==> src/rtl/mon_fifo_flags.sv <==
// mon_fifo_flags: per-channel FIFO full/empty flag monitor with windowed snapshots.
// Ports: clk250_i/aresetn clock and async low reset; fifo_full_i/fifo_empty_i raw flags;
//   clear_i sync clear; status_o/status_valid_o/status_ready_i snapshot handshake;
//   full_any_o registered OR of the synchronised full flags.
module mon_fifo_flags #(
    parameter int N_CH        = 4,
    parameter int CNT_W       = 8,
    parameter int PERIOD      = 1024,
    parameter int SYNC_STAGES = 2
) (
    input  logic                    clk250_i,
    input  logic                    aresetn,
    input  logic [N_CH-1:0]         fifo_full_i,
    input  logic [N_CH-1:0]         fifo_empty_i,
    input  logic                    clear_i,
    output logic [N_CH*(CNT_W+2):0] status_o,
    output logic                    status_valid_o,
    input  logic                    status_ready_i,
    output logic                    full_any_o
);

    localparam int REC_W  = CNT_W + 2;
    localparam int STAT_W = N_CH * REC_W + 1;
    localparam int WIN_W  = (PERIOD > 1) ? $clog2(PERIOD) : 1;

    localparam logic [WIN_W-1:0] TC_VAL  = WIN_W'(PERIOD - 1);
    localparam logic [CNT_W-1:0] CNT_MAX = '1;

    typedef enum logic {
        S_EMPTY = 1'b0,
        S_HELD  = 1'b1
    } state_t;

    logic [N_CH-1:0]   full_s;
    logic [N_CH-1:0]   empty_s;
    logic [N_CH-1:0]   full_prev;
    logic [N_CH-1:0]   full_rise;
    logic [CNT_W-1:0]  cnt_q [N_CH];
    logic [N_CH-1:0]   full_seen_q;
    logic [N_CH-1:0]   empty_seen_q;
    logic              missed_q;
    logic [WIN_W-1:0]  win_q;
    logic              tc;
    logic              load;
    logic              skip;
    logic [STAT_W-1:0] snap;
    state_t            state_q;
    state_t            state_d;

    if (SYNC_STAGES == 0) begin : g_nosync
        assign full_s  = fifo_full_i;
        assign empty_s = fifo_empty_i;
    end else begin : g_sync
        logic [N_CH-1:0] full_q  [SYNC_STAGES];
        logic [N_CH-1:0] empty_q [SYNC_STAGES];

        always_ff @(posedge clk250_i or negedge aresetn) begin
            if (!aresetn) begin
                for (int i = 0; i < SYNC_STAGES; i++) begin
                    full_q[i]  <= '0;
                    empty_q[i] <= '0;
                end
            end else begin
                full_q[0]  <= fifo_full_i;
                empty_q[0] <= fifo_empty_i;
                for (int i = 1; i < SYNC_STAGES; i++) begin
                    full_q[i]  <= full_q[i-1];
                    empty_q[i] <= empty_q[i-1];
                end
            end
        end

        assign full_s  = full_q[SYNC_STAGES-1];
        assign empty_s = empty_q[SYNC_STAGES-1];
    end

    assign full_rise = full_s & ~full_prev;
    assign tc        = (win_q == TC_VAL);

    always_ff @(posedge clk250_i or negedge aresetn) begin
        if (!aresetn) begin
            full_prev  <= '0;
            full_any_o <= 1'b0;
        end else begin
            full_prev  <= full_s;
            full_any_o <= |full_s;
        end
    end

    always_ff @(posedge clk250_i or negedge aresetn) begin
        if (!aresetn) begin
            win_q <= '0;
        end else if (clear_i || tc) begin
            win_q <= '0;
        end else begin
            win_q <= win_q + 1'b1;
        end
    end

    // A snapshot is taken at TC when the slot is free or being freed this
    // cycle; a HELD record nobody accepts turns TC into a skip instead.
    always_comb begin
        state_d = state_q;
        load    = 1'b0;
        skip    = 1'b0;
        unique case (state_q)
            S_EMPTY: begin
                if (tc && !clear_i) begin
                    load    = 1'b1;
                    state_d = S_HELD;
                end
            end
            S_HELD: begin
                if (status_ready_i) begin
                    state_d = S_EMPTY;
                end
                if (tc && !clear_i) begin
                    if (status_ready_i) begin
                        load    = 1'b1;
                        state_d = S_HELD;
                    end else begin
                        skip = 1'b1;
                    end
                end
            end
            default: begin
                state_d = S_EMPTY;
            end
        endcase
    end

    always_ff @(posedge clk250_i or negedge aresetn) begin
        if (!aresetn) begin
            state_q <= S_EMPTY;
        end else begin
            state_q <= state_d;
        end
    end

    assign status_valid_o = (state_q == S_HELD);

    always_comb begin
        snap = '0;
        for (int c = 0; c < N_CH; c++) begin
            snap[c*REC_W +: REC_W] = {cnt_q[c], empty_seen_q[c], full_seen_q[c]};
        end
        snap[STAT_W-1] = missed_q;
    end

    // On a load the accumulators restart from this cycle's activity, so an
    // event seen in the TC cycle lands in the new window.
    always_ff @(posedge clk250_i or negedge aresetn) begin
        if (!aresetn) begin
            for (int c = 0; c < N_CH; c++) begin
                cnt_q[c] <= '0;
            end
            full_seen_q  <= '0;
            empty_seen_q <= '0;
            missed_q     <= 1'b0;
        end else if (clear_i) begin
            for (int c = 0; c < N_CH; c++) begin
                cnt_q[c] <= '0;
            end
            full_seen_q  <= '0;
            empty_seen_q <= '0;
            missed_q     <= 1'b0;
        end else if (load) begin
            for (int c = 0; c < N_CH; c++) begin
                cnt_q[c] <= CNT_W'(full_rise[c]);
            end
            full_seen_q  <= full_s;
            empty_seen_q <= empty_s;
            missed_q     <= 1'b0;
        end else begin
            for (int c = 0; c < N_CH; c++) begin
                if (full_rise[c] && (cnt_q[c] != CNT_MAX)) begin
                    cnt_q[c] <= cnt_q[c] + 1'b1;
                end
            end
            full_seen_q  <= full_seen_q | full_s;
            empty_seen_q <= empty_seen_q | empty_s;
            if (skip) begin
                missed_q <= 1'b1;
            end
        end
    end

    always_ff @(posedge clk250_i or negedge aresetn) begin
        if (!aresetn) begin
            status_o <= '0;
        end else if (load) begin
            status_o <= snap;
        end
    end

endmodule
==> config.mk <==
export PLATFORM = sky130hd
export DESIGN_NAME = mon_fifo_flags
export DESIGN_NICKNAME = d
export VERILOG_FILES = /design/src/rtl/mon_fifo_flags.sv
export SDC_FILE = /design/constraint.sdc
export NUM_CORES = 1
export LEC_CHECK = 0
export ABC_AREA = 1
export CAP_MARGIN = 40
export CORE_ASPECT_RATIO = 1.75
export CORE_MARGIN = 2
export CORE_UTILIZATION = 33
export DETAILED_ROUTE_END_ITERATION = 7
export DONT_BUFFER_PORTS = 1
export PLACE_DENSITY = 0.57
export SLEW_MARGIN = 20
export SYNTH_ARGS = -nofsm -noshare
export SYNTH_HDL_FRONTEND = slang
export SYNTH_SLANG_ARGS = --single-unit
==> constraint.sdc <==
create_clock -name clk250_i -period 2.6 [get_ports clk250_i]
set_clock_uncertainty 0.1 [all_clocks]
set_input_delay 0.26 -clock clk250_i [delete_from_list [all_inputs] [get_ports clk250_i]]
set_output_delay 0.26 -clock clk250_i [all_outputs]
set_load 0.005 [all_outputs]
Yosys cells after proc, flatten, opt, wreduce, memory -nomap -nowiden
Cells that the tools add are included.
{"block": "totals", "ff_bits": 114, "elab_cells": 68, "output_inout_bits": 43, "inputBits": 12}
{"block": "op_classes", "muxes": 24, "n_reduce_logical": 13, "n_addsub": 5, "eq_ne": 5, "bitwise_logic": 5}
{"op": "two-way mux 32 bit", "count": 2}
{"op": "adder 8 x 1 -> 8 bit (second input constant)", "count": 4}
{"op": "two-way mux 8 bit", "count": 4}
{"op": "inequality test 8 bit (second input constant)", "count": 4}
{"op": "two-way mux 4 bit", "count": 4}
{"op": "nonzero test 3 bit", "count": 5}
{"op": "two-way mux 1 bit", "count": 11}
{"op": "adder 10 x 1 -> 10 bit (second input constant)", "count": 1}
{"op": "== test 10 bit (second input constant)", "count": 1}
{"op": "two-way mux 10 bit", "count": 1}
{"op": "OR 4 bit", "count": 2}
{"op": "logical AND 1 bit", "count": 5}
{"op": "AND 4 bit", "count": 1}
{"op": "NOT 4 bit", "count": 1}
{"op": "one-hot mux 1 bit (2 select lines)", "count": 2}
{"op": "OR reduction 4 bit", "count": 1}
{"op": "logical NOT 1 bit", "count": 1}
{"op": "logical OR 1 bit", "count": 1}
{"op": "NOT 1 bit", "count": 1}

Depth between registers and ports, before layout
{"block": "depth", "ltp_word": 7, "depth_mapped": 11, "mapped_depth_nobuf": 10}

Least setup slack after synthesis
No wires, ideal clock.
{"block": "synth_timing", "path_kind": "register to register", "start": "reg win_q[0]", "end": "reg cnt_q[28] in the netlist's numbering", "n_path_buf": 1, "required_time_ns": 2.434, "stages_incl_launch_ff": 10, "t_arrival_ns": 1.458, "synth_period_minus_slack_ns": 1.624, "setup_time_ns": 0.066, "slack_ns": 0.976, "cell_sequence": "dfrtp_1 ha_1 nand2_1 nor2_2 nand2_2 nor2_4 a21oi_2 buf_2 nand3_1 nand2_1"}
{"block": "synth_between", "elab_chain_cells": 6, "word_cells_on_any_way": 8, "classes_between": "eq/ne: 1; mux: 5; reduce/logical: 2"}
{"element": "from (decl)", "line": "42", "source": "logic [WIN_W-1:0] win_q;"}
{"element": "from (signal assigned)", "line": "96", "source": "win_q <= win_q + 1'b1;"}
{"element": "== test 10 bit (*)", "line": "78", "source": "assign tc = (win_q == TC_VAL);"}
{"element": "logical AND 1 bit (*)", "line": "108, 117"}
{"element": "two-way mux 1 bit (on tied branches)", "line": "117, 108"}
{"element": "one-hot mux 1 bit (2 select lines) (*)", "line": "106", "source": "unique case (state_q)"}
{"element": "two-way mux 32 bit", "line": "167", "source": "end else if (load) begin"}
{"element": "two-way mux 32 bit", "line": "160", "source": "end else if (clear_i) begin"}
{"element": "to (signal, indexed assignment)", "line": "169", "source": "cnt_q[c] <= CNT_W'(full_rise[c]);"}
{"element": "to (signal, indexed assignment)", "line": "177", "source": "cnt_q[c] <= cnt_q[c] + 1'b1;"}
{"element": "to (decl)", "line": "38", "source": "logic [CNT_W-1:0] cnt_q [N_CH];"}
Mark *: on every way between the ends. The rest lies on a longest branch, timed or not.
A chain may end at the register's enable or synchronous reset.

Worst setup path in the final report
{"block": "layout_timing", "start": "reg win_q[0]", "end": "reg cnt_q[30] in the netlist's numbering"}
Same word-level chain as after synthesis.

==> flow_metrics.py <==
metrics = {
    "outcome": {
        "run_status": "finished, violations left",
        "violations": "negative hold slack",
    },
    "layout": {
        "multi_input_area_sq_um": 1600,
        "antennaDiodeCount": 0,
        "stdcell_area_sq_um": 5560,
        "area_growth_pct": 16.6,
        "fin_nets": 550,
        "nFillCells": 1422,
        "regArea_sq_um": 2850,
        "drive_above_1_share_pct": 8.42,
    },
    "sta": {
        "tns_ns": 0,
        "period_share_pct": 79.0,
        "worstMarginPinSlew_ns": 0.548,
        "slew_violations": 0,
        "fin_hold_ws_ns": -0.551,
        "rsz0062_at_grt": "no",
        "max_freq_ghz": 0.487,
        "relSlewSlack_pct": 63.5,
        "hold_viol": 114,
        "setup_violations": 0,
        "final.min_clock_period_ns": 2.05,
    },
    "clock_tree": {
        "clk_pin_slew_ns": 0.05,
        "cts.repair.resized": 0,
        "cts_hold_buf": 9,
        "clk_latency_ns": 0.40,
        "numCtsBuffers": 17,
        "clockBufferDepth": 2,
        "cts_setup_buffers": 0,
        "cts_tree": "built",
        "cts.sinks": 114,
        "clockRootBuffer": "clkbuf_16",
        "htreeDepth": 4,
    },
    "routing": {
        "routed_wl_mm": 9.89,
        "drt_iter0_markers": 178,
        "antenna_left": 0,
        "via_per_inst": 4.77,
        "post_drt_wl_per_cell_um": 13.6,
        "drt_first_pass_iters": 4,
        "route.detailed.drc": 0,
        "vias": 3462,
    },
    "power": {
        "combPwrFrac_pct": 2.4,
        "p_int_mw": 3.18,
        "p_leak_nw": 2.63,
        "clkPwrFrac_pct": 52.6,
        "switchingPower_mw": 0.896,
        "peakVddDrop_mv": 0.559,
        "p_seq_share_pct": 45.0,
        "p_per_area_nw_per_um2": 733,
        "swShare_pct": 22.0,
    },
    "setup_path": {
        "crit_fanout": 19,
        "cp-end-kind": "register",
        "worstSetupPathType": "register to register",
        "critPathArrivalTime_ns": 2.24,
        "required_ns": 2.79,
        "cp-start-kind": "register",
    },
    "synth": {
        "synth-seq-cells": 114,
        "synth_top_cell_area_share_pct": 59.8,
        "syn-num-nets": 534,
        "mappedNetlistArea_sq_um": 4770,
        "synth_async_sr_flop_share_pct": 100,
        "synth_top_cell_by_area": "dfrtp_1",
        "ys_top_cells_by_count": "nand2_1 (120), dfrtp_1 (114), inv_1 (54), nand3_1 (52), nor2_1 (49)",
        "ys_warn_count": 0,
        "synth-edff-count": 0,
        "yosysMostFrequentCell": "nand2_1",
        "avgSynthCellArea_sq_um": 9.23,
        "seq_area_frac_synth_pct": 59.8,
        "synth_ff_type": "dfrtp_1",
        "synth_area_leaders": "dfrtp_1 (60%), nand2_1 (9.4%), nand3_1 (5.5%)",
        "synth_cells": 517,
        "synth_cell_type_count": 32,
    },
    "placed_design": {
        "place_area_sq_um": 4920,
        "gp_congestion": 0.819,
        "dp_hpwl_mm": 6.62,
        "port_buffers": 0,
    },
    "floorplan": {
        "ios": 55,
        "die_y_um": 163,
        "rows": 58,
        "dieArea_sq_um": 15500,
        "die_w_um": 94.9,
        "core_area_sq_um": 14200,
        "start_util_pct": 33.5,
    },
    "job": {
        "cap_viol_max_count": 0,
    },
    "global_routing": {
        "track_usage_pct": 14.0,
        "grt.overflow.total": 0,
        "grt_pass1_vias": 3451,
        "antenna_found_initial": 0,
        "grt_max_degree": 115,
        "grt_pass1_wl_mm": 16.8,
    },
    "hold_path": {
        "min_path_type": "input port to async pin",
    },
}
worst max-delay path, cell delays in order (launching register included):
cell	delay, ns
dfrtp_1	0.37
ha_1	0.20
nand2_1	0.07
nor2_2	0.16
nand3b_1	0.16
nor2_4	0.42
o21ai_1	0.27
nand4_1	0.13
nand2_1	0.06
logic make-up after synthesis:
| family | synth area share, % |
|---|---|
| buffers and inverters | 6.61 |
| AND/OR/NAND/NOR | 22.4 |
| flip-flops | 59.8 |
| AO/OA/AOI/OAI | 7.27 |
| adder cells (fa/ha/maj) | 1.31 |
| XOR/XNOR | 2.57 |
power by group through the flow:
stage          Sequential [mW]  Combinational, mW  Clock, mW
6_report                  1.83             0.0990       2.14
5_1_grt                   1.84              0.115       2.28
4_1_cts                   1.83             0.0998       2.20
3_5_place_dp              1.87             0.0858          0
3_3_place_gp              1.86             0.0838          0
2_1_floorplan             1.86             0.0671          0
through the flow:
stage                     instances  hold slack (ns)  power, mW  utilization, %  setup slack [ns]
after floorplan                 517           -0.136       1.93               -             0.976
after global placement          685           -0.133       1.95            34.6             0.586
after detailed placement        685           -0.134       1.95            34.6             0.571
after CTS                       726           -0.564       4.13            39.1             0.549
after global routing            726           -0.569       4.23            39.1             0.325
final                           726           -0.551       4.08            39.1             0.545
layout by cell type (no fill, tap or decap), types with 2 or more instances in the layout:
cell type,n
o21ai_0,22
dfrtp_1,114
nor2_1,49
o22ai_1,5
buf_4,4
nand4_1,9
clkbuf_16,17
ha_1,5
nand3_1,52
nor3_1,7
o21ai_1,21
nor2_4,2
nand2_2,2
clkinv_2,4
clkinvlp_4,6
nor2_2,2
inv_1,54
nand2_1,120
a21oi_1,13
xor2_1,13
dlygate4sd3_1,9
final timing paths:
path	from	end	slack, ns	cells after the start
min in group clk250_i	clear_i	status_o[14]$_DFFE_PN0P_	0.02	3
hold / removal	aresetn	empty_s[1]$_DFF_PN0_	-0.55	0
setup reg to reg	win_q[0]$_DFF_PN0_	cnt_q[30]$_DFFE_PN0P_	0.55	8
hold reg to reg	g_sync.empty_q[4]$_DFF_PN0_	empty_s[0]$_DFF_PN0_	0.25	0
max in group asynchronous	aresetn	cnt_q[15]$_DFFE_PN0P_	2.81	0
setup / recovery	win_q[0]$_DFF_PN0_	cnt_q[30]$_DFFE_PN0P_	0.55	8
registers in the layout (all words and copies together) (netlist names):
name            count
cnt_q              32
empty_s             4
empty_seen_q        4
full_any_o          1
full_prev           4
full_s              4
full_seen_q         4
g_sync.empty_q      4
g_sync.full_q       4
missed_q            1
status_o           41
status_valid_o      1
win_q              10
metal layers:
layer | global-route usage [%] | wire, um
met1 | 16.2 | 3970
met2 | 23.9 | 5190
met3 | 3.78 | 525
met4 | 5.93 | 194
met5 | 0 | 0
area by class of cell:
cell class	count	share of cell area, %
flip-flops and latches	114	51.3
multi-input cells	332	28.8
clock buffers	19	7.96
well taps	180	4.05
inverters	55	3.71
repair buffers	13	2.16
clock inverters	13	2.02
Power figures use the tool's default switching activity.
